===== config.mk =====
export PLATFORM = sky130hd
export DESIGN_NAME = rvj1_dec_q_flat
export DESIGN_NICKNAME = d
export VERILOG_FILES = /design/src/rtl/rvj1_dec_q_if.sv /design/src/rtl/rvj1_dec_q.sv /design/src/flat_wrapper.sv
export SDC_FILE = /design/constraint.sdc
export NUM_CORES = 1
export LEC_CHECK = 0
export BUFFER_PORTS_ARGS = -buffer_cell sky130_fd_sc_hd__buf_2
export CAP_MARGIN = 20
export CORE_MARGIN = 1.5
export CORE_UTILIZATION = 45
export CTS_CLUSTER_SIZE = 10
export DETAILED_ROUTE_END_ITERATION = 6
export PLACE_DENSITY = 0.74
export SLEW_MARGIN = 0
export SYNTH_ARGS = -nofsm -noshare
export SYNTH_HDL_FRONTEND = slang
export SYNTH_SLANG_ARGS = --single-unit
export TNS_END_PERCENT = 10

===== constraint.sdc =====
create_clock -name clk_i -period 4.36 [get_ports clk_i]
set_input_delay 0.218 -clock clk_i [delete_from_list [all_inputs] [get_ports clk_i]]
set_output_delay 0.218 -clock clk_i [all_outputs]
set_load 0.03 [all_outputs]

===== src/rtl/rvj1_dec_q_if.sv =====
// ---------------------------------------------------------------------------
// rvj1_dec_q_if -- bus bundle for the RV32I decode queue.
//
// Also declares the two enumerations shared by the decoder and whoever
// consumes its output:
//   alu_op_e   -- ALU operation selector
//   lsu_ctrl_e -- load/store unit command
//
// Signal groups:
//   fetch side : ifu_instr_i, ifu_valid_i, ifu_ready_o
//   control    : flush_i
//   issue side : out_valid_o, out_ready_i
//   decoded    : rf_addr_a_o, rf_addr_b_o, alu_sel_o, rpa_or_pc_o,
//                rpb_or_imm_o, alu_write_rf_o, alu_regdest_o, immediate_o,
//                lsu_ctrl_valid_o, lsu_ctrl_o, lsu_regdest_o, illegal_o
//   status     : count_o
//
// Modports:
//   slave  -- the decode queue itself
//   master -- the environment (fetch unit + issue stage)
// ---------------------------------------------------------------------------

typedef enum logic [3:0] {
  ALU_OP_ADD  = 4'd0,
  ALU_OP_SUB  = 4'd1,
  ALU_OP_SLL  = 4'd2,
  ALU_OP_SLT  = 4'd3,
  ALU_OP_SLTU = 4'd4,
  ALU_OP_XOR  = 4'd5,
  ALU_OP_SRL  = 4'd6,
  ALU_OP_SRA  = 4'd7,
  ALU_OP_OR   = 4'd8,
  ALU_OP_AND  = 4'd9
} alu_op_e;

typedef enum logic [3:0] {
  LSU_NO_CMD = 4'd0,
  LSU_LB     = 4'd1,
  LSU_LH     = 4'd2,
  LSU_LW     = 4'd3,
  LSU_LBU    = 4'd4,
  LSU_LHU    = 4'd5,
  LSU_SB     = 4'd6,
  LSU_SH     = 4'd7,
  LSU_SW     = 4'd8
} lsu_ctrl_e;

interface rvj1_dec_q_if #(
  parameter int XLEN  = 32,
  parameter int RALEN = 5,
  parameter int DEPTH = 2
);
  localparam int CW = $clog2(DEPTH) + 1;

  // fetch side
  logic [XLEN-1:0]  ifu_instr_i;
  logic             ifu_valid_i;
  logic             ifu_ready_o;
  // control
  logic             flush_i;
  // issue side
  logic             out_valid_o;
  logic             out_ready_i;
  // decoded head entry
  logic [RALEN-1:0] rf_addr_a_o;
  logic [RALEN-1:0] rf_addr_b_o;
  alu_op_e          alu_sel_o;
  logic             rpa_or_pc_o;
  logic             rpb_or_imm_o;
  logic             alu_write_rf_o;
  logic [RALEN-1:0] alu_regdest_o;
  logic [XLEN-1:0]  immediate_o;
  logic             lsu_ctrl_valid_o;
  lsu_ctrl_e        lsu_ctrl_o;
  logic [RALEN-1:0] lsu_regdest_o;
  logic             illegal_o;
  // status
  logic [CW-1:0]    count_o;

  modport slave (
    input  ifu_instr_i, ifu_valid_i, flush_i, out_ready_i,
    output ifu_ready_o, out_valid_o,
    output rf_addr_a_o, rf_addr_b_o, alu_sel_o, rpa_or_pc_o, rpb_or_imm_o,
    output alu_write_rf_o, alu_regdest_o, immediate_o,
    output lsu_ctrl_valid_o, lsu_ctrl_o, lsu_regdest_o, illegal_o,
    output count_o
  );

  modport master (
    output ifu_instr_i, ifu_valid_i, flush_i, out_ready_i,
    input  ifu_ready_o, out_valid_o,
    input  rf_addr_a_o, rf_addr_b_o, alu_sel_o, rpa_or_pc_o, rpb_or_imm_o,
    input  alu_write_rf_o, alu_regdest_o, immediate_o,
    input  lsu_ctrl_valid_o, lsu_ctrl_o, lsu_regdest_o, illegal_o,
    input  count_o
  );
endinterface


===== src/rtl/rvj1_dec_q.sv =====
// ---------------------------------------------------------------------------
// rvj1_dec_q -- RV32I (ALU + load/store subset) decoder with a small queue.
//
// Instructions are decoded combinationally as they arrive and only the
// decoded fields (plus an illegal flag) are stored in a DEPTH-entry FIFO.
// The head entry drives the outputs directly, so an instruction accepted
// into an empty queue is visible on the following cycle.
//
// Ports:
//   clk_i  -- clock, all state on the rising edge
//   rst_i  -- asynchronous active-high reset
//   bus    -- rvj1_dec_q_if.slave (fetch handshake, flush, issue handshake,
//             decoded head fields, illegal flag, occupancy count)
//
// Supported opcodes: OP-IMM, OP, LUI, AUIPC, LOAD, STORE. Everything else
// (including compressed encodings, instr[1:0] != 2'b11) is queued as an
// illegal entry carrying NOP fields.
// ---------------------------------------------------------------------------

module rvj1_dec_q #(
  parameter int XLEN  = 32,
  parameter int RALEN = 5,
  parameter int DEPTH = 2
) (
  input  logic         clk_i,
  input  logic         rst_i,
  rvj1_dec_q_if.slave  bus
);

  localparam int PW = $clog2(DEPTH);
  localparam int CW = PW + 1;

  localparam logic [6:0] OPC_OPIMM = 7'b0010011;
  localparam logic [6:0] OPC_OP    = 7'b0110011;
  localparam logic [6:0] OPC_LUI   = 7'b0110111;
  localparam logic [6:0] OPC_AUIPC = 7'b0010111;
  localparam logic [6:0] OPC_LOAD  = 7'b0000011;
  localparam logic [6:0] OPC_STORE = 7'b0100011;

  localparam logic [6:0] F7_BASE = 7'b0000000;
  localparam logic [6:0] F7_ALT  = 7'b0100000;

  typedef struct packed {
    logic [RALEN-1:0] rf_addr_a;
    logic [RALEN-1:0] rf_addr_b;
    alu_op_e          alu_sel;
    logic             rpa_or_pc;
    logic             rpb_or_imm;
    logic             alu_write_rf;
    logic [RALEN-1:0] alu_regdest;
    logic [XLEN-1:0]  immediate;
    logic             lsu_ctrl_valid;
    lsu_ctrl_e        lsu_ctrl;
    logic [RALEN-1:0] lsu_regdest;
    logic             illegal;
  } entry_t;

  // All-zero entry: addresses/immediate 0, flags 0, ALU_OP_ADD, LSU_NO_CMD.
  localparam entry_t NOP_ENTRY = '0;

  // -------------------------------------------------------------------------
  // Instruction field extraction
  // -------------------------------------------------------------------------
  logic [XLEN-1:0]  instr;
  logic [6:0]       opcode;
  logic [2:0]       funct3;
  logic [6:0]       funct7;
  logic [RALEN-1:0] rd;
  logic [RALEN-1:0] rs1;
  logic [RALEN-1:0] rs2;
  logic [XLEN-1:0]  imm_i;
  logic [XLEN-1:0]  imm_s;
  logic [XLEN-1:0]  imm_u;

  assign instr  = bus.ifu_instr_i;
  assign opcode = instr[6:0];
  assign rd     = instr[11:7];
  assign funct3 = instr[14:12];
  assign rs1    = instr[19:15];
  assign rs2    = instr[24:20];
  assign funct7 = instr[31:25];

  assign imm_i = {{20{instr[31]}}, instr[31:20]};
  assign imm_s = {{20{instr[31]}}, instr[31:25], instr[11:7]};
  assign imm_u = {instr[31:12], 12'b0};

  // Base ALU operation selected by funct3 for OP / OP-IMM; the alternate
  // funct7 encodings (SUB, SRA) are applied on top of this.
  function automatic alu_op_e alu_from_f3(input logic [2:0] f3);
    alu_op_e op;
    case (f3)
      3'b000:  op = ALU_OP_ADD;
      3'b001:  op = ALU_OP_SLL;
      3'b010:  op = ALU_OP_SLT;
      3'b011:  op = ALU_OP_SLTU;
      3'b100:  op = ALU_OP_XOR;
      3'b101:  op = ALU_OP_SRL;
      3'b110:  op = ALU_OP_OR;
      default: op = ALU_OP_AND;
    endcase
    return op;
  endfunction

  // -------------------------------------------------------------------------
  // Combinational decode of the incoming word
  // -------------------------------------------------------------------------
  entry_t dec_next;
  logic   legal;

  always_comb begin
    dec_next = NOP_ENTRY;
    legal    = 1'b1;

    if (instr[1:0] != 2'b11) begin
      legal = 1'b0;
    end else begin
      case (opcode)
        OPC_OPIMM: begin
          dec_next.rf_addr_a    = rs1;
          dec_next.alu_regdest  = rd;
          dec_next.immediate    = imm_i;
          dec_next.rpb_or_imm   = 1'b1;
          dec_next.alu_write_rf = 1'b1;
          dec_next.alu_sel      = alu_from_f3(funct3);
          // Only the shift forms constrain the upper immediate bits; for
          // every other funct3 they are just immediate bits.
          case (funct3)
            3'b001: begin
              if (funct7 != F7_BASE) legal = 1'b0;
            end
            3'b101: begin
              if (funct7 == F7_ALT)       dec_next.alu_sel = ALU_OP_SRA;
              else if (funct7 != F7_BASE) legal = 1'b0;
            end
            default: ;
          endcase
        end

        OPC_OP: begin
          dec_next.rf_addr_a    = rs1;
          dec_next.rf_addr_b    = rs2;
          dec_next.alu_regdest  = rd;
          dec_next.alu_write_rf = 1'b1;
          dec_next.alu_sel      = alu_from_f3(funct3);
          if (funct7 == F7_ALT) begin
            case (funct3)
              3'b000:  dec_next.alu_sel = ALU_OP_SUB;
              3'b101:  dec_next.alu_sel = ALU_OP_SRA;
              default: legal = 1'b0;
            endcase
          end else if (funct7 != F7_BASE) begin
            legal = 1'b0;
          end
        end

        OPC_LUI, OPC_AUIPC: begin
          // Computed as rs_a + imm with rs_a forced to x0 (LUI) or PC (AUIPC).
          dec_next.rpa_or_pc    = (opcode == OPC_AUIPC);
          dec_next.alu_regdest  = rd;
          dec_next.immediate    = imm_u;
          dec_next.rpb_or_imm   = 1'b1;
          dec_next.alu_write_rf = 1'b1;
          dec_next.alu_sel      = ALU_OP_ADD;
        end

        OPC_LOAD: begin
          // ALU forms the address; the loaded value is written by the LSU.
          dec_next.rf_addr_a      = rs1;
          dec_next.immediate      = imm_i;
          dec_next.rpb_or_imm     = 1'b1;
          dec_next.alu_sel        = ALU_OP_ADD;
          dec_next.lsu_ctrl_valid = 1'b1;
          dec_next.lsu_regdest    = rd;
          case (funct3)
            3'b000:  dec_next.lsu_ctrl = LSU_LB;
            3'b001:  dec_next.lsu_ctrl = LSU_LH;
            3'b010:  dec_next.lsu_ctrl = LSU_LW;
            3'b100:  dec_next.lsu_ctrl = LSU_LBU;
            3'b101:  dec_next.lsu_ctrl = LSU_LHU;
            default: legal = 1'b0;
          endcase
        end

        OPC_STORE: begin
          dec_next.rf_addr_a      = rs1;
          dec_next.rf_addr_b      = rs2;
          dec_next.immediate      = imm_s;
          dec_next.rpb_or_imm     = 1'b1;
          dec_next.alu_sel        = ALU_OP_ADD;
          dec_next.lsu_ctrl_valid = 1'b1;
          case (funct3)
            3'b000:  dec_next.lsu_ctrl = LSU_SB;
            3'b001:  dec_next.lsu_ctrl = LSU_SH;
            3'b010:  dec_next.lsu_ctrl = LSU_SW;
            default: legal = 1'b0;
          endcase
        end

        default: legal = 1'b0;
      endcase
    end

    // Illegal words still occupy a slot so the issue stage can trap in order.
    if (!legal) begin
      dec_next         = NOP_ENTRY;
      dec_next.illegal = 1'b1;
    end
  end

  // -------------------------------------------------------------------------
  // Queue control
  // -------------------------------------------------------------------------
  logic [PW-1:0] wr_ptr_reg;
  logic [PW-1:0] rd_ptr_reg;
  logic [CW-1:0] count_reg;
  // Holds ifu_ready_o low from reset assertion until the first clock edge
  // after release, independently of the queue state.
  logic          ready_en_reg;

  logic ifu_ready;
  logic out_valid;
  logic enq;
  logic deq;

  // ifu_ready deliberately ignores out_ready_i: a full queue stalls fetch
  // for one cycle even if the head is leaving, keeping the paths separate.
  assign ifu_ready = ready_en_reg && (count_reg < CW'(DEPTH)) && !bus.flush_i;
  assign out_valid = (count_reg != '0);
  assign enq       = bus.ifu_valid_i && ifu_ready;
  assign deq       = out_valid && bus.out_ready_i;

  always_ff @(posedge clk_i or posedge rst_i) begin
    if (rst_i) begin
      wr_ptr_reg   <= '0;
      rd_ptr_reg   <= '0;
      count_reg    <= '0;
      ready_en_reg <= 1'b0;
    end else begin
      ready_en_reg <= 1'b1;
      if (bus.flush_i) begin
        // Flush wins over a same-cycle dequeue; enqueue is already blocked.
        wr_ptr_reg <= '0;
        rd_ptr_reg <= '0;
        count_reg  <= '0;
      end else begin
        if (enq) wr_ptr_reg <= wr_ptr_reg + PW'(1);
        if (deq) rd_ptr_reg <= rd_ptr_reg + PW'(1);
        case ({enq, deq})
          2'b10:   count_reg <= count_reg + CW'(1);
          2'b01:   count_reg <= count_reg - CW'(1);
          default: ;
        endcase
      end
    end
  end

  // Entry storage carries no reset; an entry is only observed once written.
  entry_t mem [DEPTH];

  always_ff @(posedge clk_i) begin
    if (enq) mem[wr_ptr_reg] <= dec_next;
  end

  // -------------------------------------------------------------------------
  // Head entry to outputs (NOP whenever the queue is empty, incl. reset)
  // -------------------------------------------------------------------------
  entry_t head;

  assign head = out_valid ? mem[rd_ptr_reg] : NOP_ENTRY;

  assign bus.ifu_ready_o      = ifu_ready;
  assign bus.out_valid_o      = out_valid;
  assign bus.count_o          = count_reg;
  assign bus.rf_addr_a_o      = head.rf_addr_a;
  assign bus.rf_addr_b_o      = head.rf_addr_b;
  assign bus.alu_sel_o        = head.alu_sel;
  assign bus.rpa_or_pc_o      = head.rpa_or_pc;
  assign bus.rpb_or_imm_o     = head.rpb_or_imm;
  assign bus.alu_write_rf_o   = head.alu_write_rf;
  assign bus.alu_regdest_o    = head.alu_regdest;
  assign bus.immediate_o      = head.immediate;
  assign bus.lsu_ctrl_valid_o = head.lsu_ctrl_valid;
  assign bus.lsu_ctrl_o       = head.lsu_ctrl;
  assign bus.lsu_regdest_o    = head.lsu_regdest;
  assign bus.illegal_o        = head.illegal;

endmodule


===== src/flat_wrapper.sv =====
// flat-port wrapper written by rule: the top's interface ports become plain ports
module rvj1_dec_q_flat 
#(
  parameter int XLEN  = 32,
  parameter int RALEN = 5,
  parameter int DEPTH = 2
)
  (clk_i, rst_i, bus_ifu_instr_i, bus_ifu_valid_i, bus_flush_i, bus_out_ready_i, bus_ifu_ready_o, bus_out_valid_o, bus_rf_addr_a_o, bus_rf_addr_b_o, bus_alu_sel_o, bus_rpa_or_pc_o, bus_rpb_or_imm_o, bus_alu_write_rf_o, bus_alu_regdest_o, bus_immediate_o, bus_lsu_ctrl_valid_o, bus_lsu_ctrl_o, bus_lsu_regdest_o, bus_illegal_o, bus_count_o);
  rvj1_dec_q_if #(.XLEN(XLEN), .RALEN(RALEN), .DEPTH(DEPTH)) bus_i ();
  input  logic clk_i;
  input  logic rst_i;
  input wire logic [$bits(bus_i.ifu_instr_i)-1:0] bus_ifu_instr_i;
  input wire logic [$bits(bus_i.ifu_valid_i)-1:0] bus_ifu_valid_i;
  input wire logic [$bits(bus_i.flush_i)-1:0] bus_flush_i;
  input wire logic [$bits(bus_i.out_ready_i)-1:0] bus_out_ready_i;
  output wire logic [$bits(bus_i.ifu_ready_o)-1:0] bus_ifu_ready_o;
  output wire logic [$bits(bus_i.out_valid_o)-1:0] bus_out_valid_o;
  output wire logic [$bits(bus_i.rf_addr_a_o)-1:0] bus_rf_addr_a_o;
  output wire logic [$bits(bus_i.rf_addr_b_o)-1:0] bus_rf_addr_b_o;
  output wire logic [$bits(bus_i.alu_sel_o)-1:0] bus_alu_sel_o;
  output wire logic [$bits(bus_i.rpa_or_pc_o)-1:0] bus_rpa_or_pc_o;
  output wire logic [$bits(bus_i.rpb_or_imm_o)-1:0] bus_rpb_or_imm_o;
  output wire logic [$bits(bus_i.alu_write_rf_o)-1:0] bus_alu_write_rf_o;
  output wire logic [$bits(bus_i.alu_regdest_o)-1:0] bus_alu_regdest_o;
  output wire logic [$bits(bus_i.immediate_o)-1:0] bus_immediate_o;
  output wire logic [$bits(bus_i.lsu_ctrl_valid_o)-1:0] bus_lsu_ctrl_valid_o;
  output wire logic [$bits(bus_i.lsu_ctrl_o)-1:0] bus_lsu_ctrl_o;
  output wire logic [$bits(bus_i.lsu_regdest_o)-1:0] bus_lsu_regdest_o;
  output wire logic [$bits(bus_i.illegal_o)-1:0] bus_illegal_o;
  output wire logic [$bits(bus_i.count_o)-1:0] bus_count_o;
  assign bus_i.ifu_instr_i = bus_ifu_instr_i;
  assign bus_i.ifu_valid_i = bus_ifu_valid_i;
  assign bus_i.flush_i = bus_flush_i;
  assign bus_i.out_ready_i = bus_out_ready_i;
  assign bus_ifu_ready_o = bus_i.ifu_ready_o;
  assign bus_out_valid_o = bus_i.out_valid_o;
  assign bus_rf_addr_a_o = bus_i.rf_addr_a_o;
  assign bus_rf_addr_b_o = bus_i.rf_addr_b_o;
  assign bus_alu_sel_o = bus_i.alu_sel_o;
  assign bus_rpa_or_pc_o = bus_i.rpa_or_pc_o;
  assign bus_rpb_or_imm_o = bus_i.rpb_or_imm_o;
  assign bus_alu_write_rf_o = bus_i.alu_write_rf_o;
  assign bus_alu_regdest_o = bus_i.alu_regdest_o;
  assign bus_immediate_o = bus_i.immediate_o;
  assign bus_lsu_ctrl_valid_o = bus_i.lsu_ctrl_valid_o;
  assign bus_lsu_ctrl_o = bus_i.lsu_ctrl_o;
  assign bus_lsu_regdest_o = bus_i.lsu_regdest_o;
  assign bus_illegal_o = bus_i.illegal_o;
  assign bus_count_o = bus_i.count_o;
  rvj1_dec_q #(.XLEN(XLEN), .RALEN(RALEN), .DEPTH(DEPTH)) u_core (.clk_i(clk_i), .rst_i(rst_i), .bus(bus_i));
endmodule

# Word level (Yosys, flattened, before mapping)
# Memory sizes are Yosys's and may differ from the RTL's.
# Index checks and enable logic that the tools add are counted.
dict set report word_totals {
  reg_bits 5
  latch_bits 0
  mem_bits_rw 130
  rom_bits 0
  in_bits 37
  out_inout_bits 69
  wordCells 82
  memories 1
}
# name depth width read_ports rd_ports_with_merged_regs wr line
set memory_table {}
lappend memory_table {u_core.mem 2 65 1 0 1 rvj1_dec_q.sv:258} ;# entry_t mem [DEPTH];
dict set report op_classes {
  n_addsub 4
  n_mul 0
  div 0
  order_cmp 1
  n_eq_ne 16
  shift 0
  muxes 36
  bitwise 0
  n_reduce_logical 20
}
# op count
set op_table {}
lappend op_table {{$mux 65} 2}
lappend op_table {{$pmux 32 s3} 1}
lappend op_table {{$mux 64} 1}
lappend op_table {{$eq 7x6->1 const B} 4}
lappend op_table {{$pmux 4 s7} 1}
lappend op_table {{$pmux 4 s2} 2}
lappend op_table {{$mux 1} 15}
lappend op_table {{$mux 5} 3}
lappend op_table {{$pmux 3 s5} 1}
lappend op_table {{$eq 7x5->1 const B} 2}
lappend op_table {{$mux 4} 3}
lappend op_table {{$pmux 4 s3} 1}
lappend op_table {{$pmux 5 s2} 1}
lappend op_table {{$reduce_or 5->1} 2}
lappend op_table {{$eq 3x3->1 const B} 3}
lappend op_table {{$reduce_or 2->1} 4}
lappend op_table {{$reduce_or 4->1} 2}
lappend op_table {{$eq 7x2->1 const B} 1}
lappend op_table {{$reduce_bool 7->1} 1}
lappend op_table {{$eq 3x2->1 const B} 2}
lappend op_table {{$mux 6} 1}
lappend op_table {{$reduce_bool 2->1} 3}
lappend op_table {{$pmux 1 s5} 1}
lappend op_table {{$logic_and 1x1->1} 4}
lappend op_table {{15 further kinds} 16}

# Logic depth before layout (Yosys ltp)
dict set report depth {
  depth_word 7
  mapped_depth 7
  depth_no_buf 5
}

# Least setup slack after synthesis
# No wires, ideal clock.
dict set report synth_timing {
  path_kind {reg-to-reg}
  start {register u_core.count_reg[1] (netlist: u_core.bus.count_o[1])}
  end {memory u_core.mem[0][0] in the netlist's numbering (enable)}
  setup_ns 0.490
  t_arrival_ns 4.345
  t_required_ns 3.870
  setup_slack_ns -0.475
  path_stages_with_launch 4
  n_path_buf 0
  synth_period_minus_slack_ns 4.835
  cell_sequence {dfrtp_1 > nor3b_1 > nand2_1 > nor2_1}
}
dict set report synth_between {
  elab_chain_len 6
}
# item line
set synth_rtl {}
lappend synth_rtl {{start, declared} rvj1_dec_q.sv:215} ;# logic [CW-1:0] count_reg;
lappend synth_rtl {{start signal, assigned} rvj1_dec_q.sv:249} ;# 2'b10: count_reg <= count_reg + CW'(1);
lappend synth_rtl {{start signal, assigned} rvj1_dec_q.sv:250} ;# 2'b01: count_reg <= count_reg - CW'(1);
lappend synth_rtl {{$lt 2x2->1} rvj1_dec_q.sv:227} ;# assign ifu_ready = ready_en_reg && (count_reg < CW'(DEPTH)) && !bus.flush_i;
lappend synth_rtl {{$logic_and 1x1->1 (2 in series)} rvj1_dec_q.sv:227}
lappend synth_rtl {{net bus_ifu_ready_o} flat_wrapper.sv:16} ;# output wire logic [$bits(bus_i.ifu_ready_o)-1:0] bus_ifu_ready_o;
lappend synth_rtl {{$logic_and 1x1->1} rvj1_dec_q.sv:229} ;# assign enq = bus.ifu_valid_i && ifu_ready;
lappend synth_rtl {{$mux 1} rvj1_dec_q.sv:261} ;# if (enq) mem[wr_ptr_reg] <= dec_next;
lappend synth_rtl {{$mux 1 (not written as such)} rvj1_dec_q.sv:261}
lappend synth_rtl {{end, declared} rvj1_dec_q.sv:258}
# The timed path passes the listed nets, and every way through them passes these cells.

# Worst setup path after layout
dict set report layout_timing {
  start {register u_core.count_reg[1] (netlist: u_core.bus.count_o[1])}
  end {memory u_core.mem[1][27] in the netlist's numbering (enable)}
}
dict set report layout_between {
  elab_chain_len 6
}
# item line
set layout_rtl {}
lappend layout_rtl {{$lt 2x2->1} rvj1_dec_q.sv:227}
lappend layout_rtl {{$logic_and 1x1->1 (2 in series)} rvj1_dec_q.sv:227}
lappend layout_rtl {{$logic_and 1x1->1} rvj1_dec_q.sv:229}
lappend layout_rtl {{$mux 1} rvj1_dec_q.sv:261}
lappend layout_rtl {{$mux 1 (not written as such)} rvj1_dec_q.sv:261}
# Every way passes these cells.

==> impl_metrics.json <==
{
  "clk_latency_ns": 0.41,
  "synth-edff-count": 130,
  "fin_nets": 614,
  "min_period_over_period": 0.580,
  "p_per_area_nw_per_um2": 402,
  "cp_max_fo": 39,
  "drc": 0,
  "die_h_um": 120,
  "skew_ns": 0.00668,
  "cts-htree-levels": 4,
  "routedWlPerCell_um": 17.9,
  "core_area_um2": 13200,
  "grt_pass1_wl_mm": 21.2,
  "antenna_found_initial": 0,
  "clk_path_buf_depth": 2,
  "synth.most_common_cell": "edfxtp_1",
  "worst-setup-path-type": "flop to flop",
  "final-hold-violation-count": 0,
  "dr.pass1.iters": 5,
  "min_path_type": "input port to flop",
  "p_clk_frac": 0.460,
  "power_frac_seq": 0.479,
  "swShare": 0.207,
  "p_int_uw": 2360,
  "fin_crit_ns": 2.53,
  "die-area_um2": 14300,
  "netlist_top_cells_count": "edfxtp_1, nor2_1, mux2i_1",
  "ys_seq_area_frac": 0.657,
  "diodes": 0,
  "critPathLaunchType": "flop",
  "start_util": 0.463,
  "slew_viol_final": 0,
  "netlist.area_leader.share": 0.637,
  "ir_drop_uv": 282,
  "synth_seq_cells": 135,
  "rows": 42,
  "ios": 106,
  "max_freq_ghz": 0.395,
  "vias": 4165,
  "drive_above_1_share": 0.264,
  "drt-vias-per-instance": 5.45,
  "p_comb_frac": 0.060,
  "place.gp.congestion": 0.894,
  "yosys_warnings": 0,
  "regMostFlops": "u_core.mem",
  "cts_tree": "built",
  "final.setup.tns_ns": 0,
  "relSlewSlack": 0.264,
  "ys_async_sr_fraction": 0.0370,
  "status": "completed",
  "critical_path_required_ns": 4.40,
  "hold_ws_ns": 0.0145,
  "dp_hpwl_mm": 9.14,
  "synthTopCellsByArea": "edfxtp_1, mux2i_1, nor2_1",
  "slowest_stage": "and3_2",
  "power_leakage_uw": 0.00283,
  "clock-root-buffer": "clkbuf_16",
  "syn_area_um2": 6130,
  "wl_mm": 13.7,
  "arrival_ns": 2.57,
  "overflow": 0,
  "grt_pass1_vias": 3985,
  "netlist_instances": 478,
  "numCtsBuffers": 17,
  "slowest_delay_ns": 0.71,
  "synth_top_cell_by_area": "edfxtp_1",
  "end_kind": "flop",
  "antenna_left": 0,
  "ys.flop_type": "edfxtp_1",
  "area_growth_pct": 20.9,
  "cts_sinks": 135,
  "synth_cell_type_count": 45,
  "syn-num-nets": 515,
  "die_x_um": 120,
  "largest_reg_flops": 130,
  "path_cells": "nor3b_1 -> and3_2 -> buf_4",
  "setup_viol": 0,
  "drv_cap": 0,
  "clk_pin_slew_worst_paths_ns": 0.06,
  "rsz0062_at_grt": "no",
  "port-buffer-count": 105,
  "p_switching_uw": 616,
  "n_fill_cell": 1117,
  "worst_pin_slew_ns": 1.10,
  "drt_first_iter_violations": 282,
  "grt_max_degree": 67,
  "cts_setup_buffers": 0,
  "syn_avg_cell_area_um2": 12.8,
  "gr-usage-all-layers": 0.195
}
[kinds of logic (layout without fill, tap and decap cells)]
kind of cell,Yosys count,count (layout),share of synthesized area
AO/OA/AOI/OAI,72,72,0.0735
XOR/XNOR,4,4,0.00572
buffers and inverters,43,153,0.0308
flip-flops,135,135,0.657
multiplexers,66,66,0.108
other,1,1,0.000612
AND/OR/NAND/NOR,157,157,0.124
[path summary, 6_finish.rpt]
check,from,to,slack (ns),cells after the start
hold reg to reg,u_core.ready_en_reg$_DFF_PP0_,u_core.bus.count_o[1]$_DFFE_PP0P_,0.55,2
setup / recovery,u_core.bus.count_o[1]$_DFFE_PP0P_,u_core.mem[1][27]$_DFFE_PP_,1.83,3
hold / removal,bus_flush_i,u_core.rd_ptr_reg$_DFFE_PP0P_,0.01,2
setup reg to reg,u_core.bus.count_o[1]$_DFFE_PP0P_,u_core.mem[1][27]$_DFFE_PP_,1.83,3
min in group asynchronous,rst_i,u_core.ready_en_reg$_DFF_PP0_,0.24,3
max in group asynchronous,rst_i,u_core.rd_ptr_reg$_DFFE_PP0P_,3.92,3
[critical path, delay by kind of cell (launching register included)]
family | cells | cell delay (ns)
DFF | 1 | 0.45
and+or+nand+nor | 2 | 1.10
buffers and inverters | 1 | 0.59
[placed cells by master, fill, tap and decap left out, types with 2 or more instances in the layout]
cell type / Yosys / routed
nand3b_1: 6 / 6
mux2i_1: 66 / 66
o21ai_0: 2 / 2
nand2b_1: 2 / 2
a22oi_1: 5 / 5
nor2_1: 79 / 77
clkbuf_16: 0 / 17
edfxtp_1: 130 / 130
a211oi_1: 13 / 13
buf_4: 1 / 6
clkinv_2: 0 / 7
nand2_1: 33 / 33
inv_1: 10 / 10
and2_1: 6 / 6
nor2_4: 0 / 2
buf_2: 13 / 105
a31oi_1: 2 / 2
a21oi_1: 41 / 41
a311oi_1: 2 / 2
bufinv_16: 0 / 3
dfrtp_1: 5 / 4
nor2b_1: 5 / 5
nand3_1: 8 / 8
xor2_1: 3 / 3
nor3_1: 6 / 5
[through the flow]
step	cells	worst slack (ns)	util	area [um^2]	total power, uW
CTS	763	1.80	0.557	7380	2990
global route	764	1.64	0.559	7410	3050
floorplan	478	0.591	-	6130	1560
global placement	732	1.78	0.514	6800	1630
detailed placement	732	1.63	0.514	6800	1630
finish	764	1.83	0.559	7410	2970
[final cells by class]
cell class                      instances  area (um^2)  area share
Multi-Input combinational cell        300         1940       0.262
Sequential cell                       135         4030       0.544
Clock buffer                           18          429      0.0579
Tap cell                              176          220      0.0297
Inverter                               10         37.5     0.00507
Timing Repair Buffer                  113          608      0.0821
Clock inverter                         12          136      0.0184
[power groups by stage]
stage	sequential, uW	clock, uW	combinational, uW
after floorplan	1450	0	114
after global placement	1460	0	161
after detailed placement	1460	0	164
after CTS	1440	1390	166
after global routing	1430	1430	192
final	1430	1370	180
[metal layers]
metal,part of all wire,track usage
met2,0.48,0.317
met3,0.071,0.0499
met4,0.012,0.0685
met1,0.43,0.257
met5,0,0
[what timing repair did]
action | in CTS | in global routing
resized for setup | 0 | 0
setup endpoints to repair | 0 | 0
hold endpoints to repair | 5 | 0
hold buffers | 1 | 0
Power figures use the tool's default switching activity.
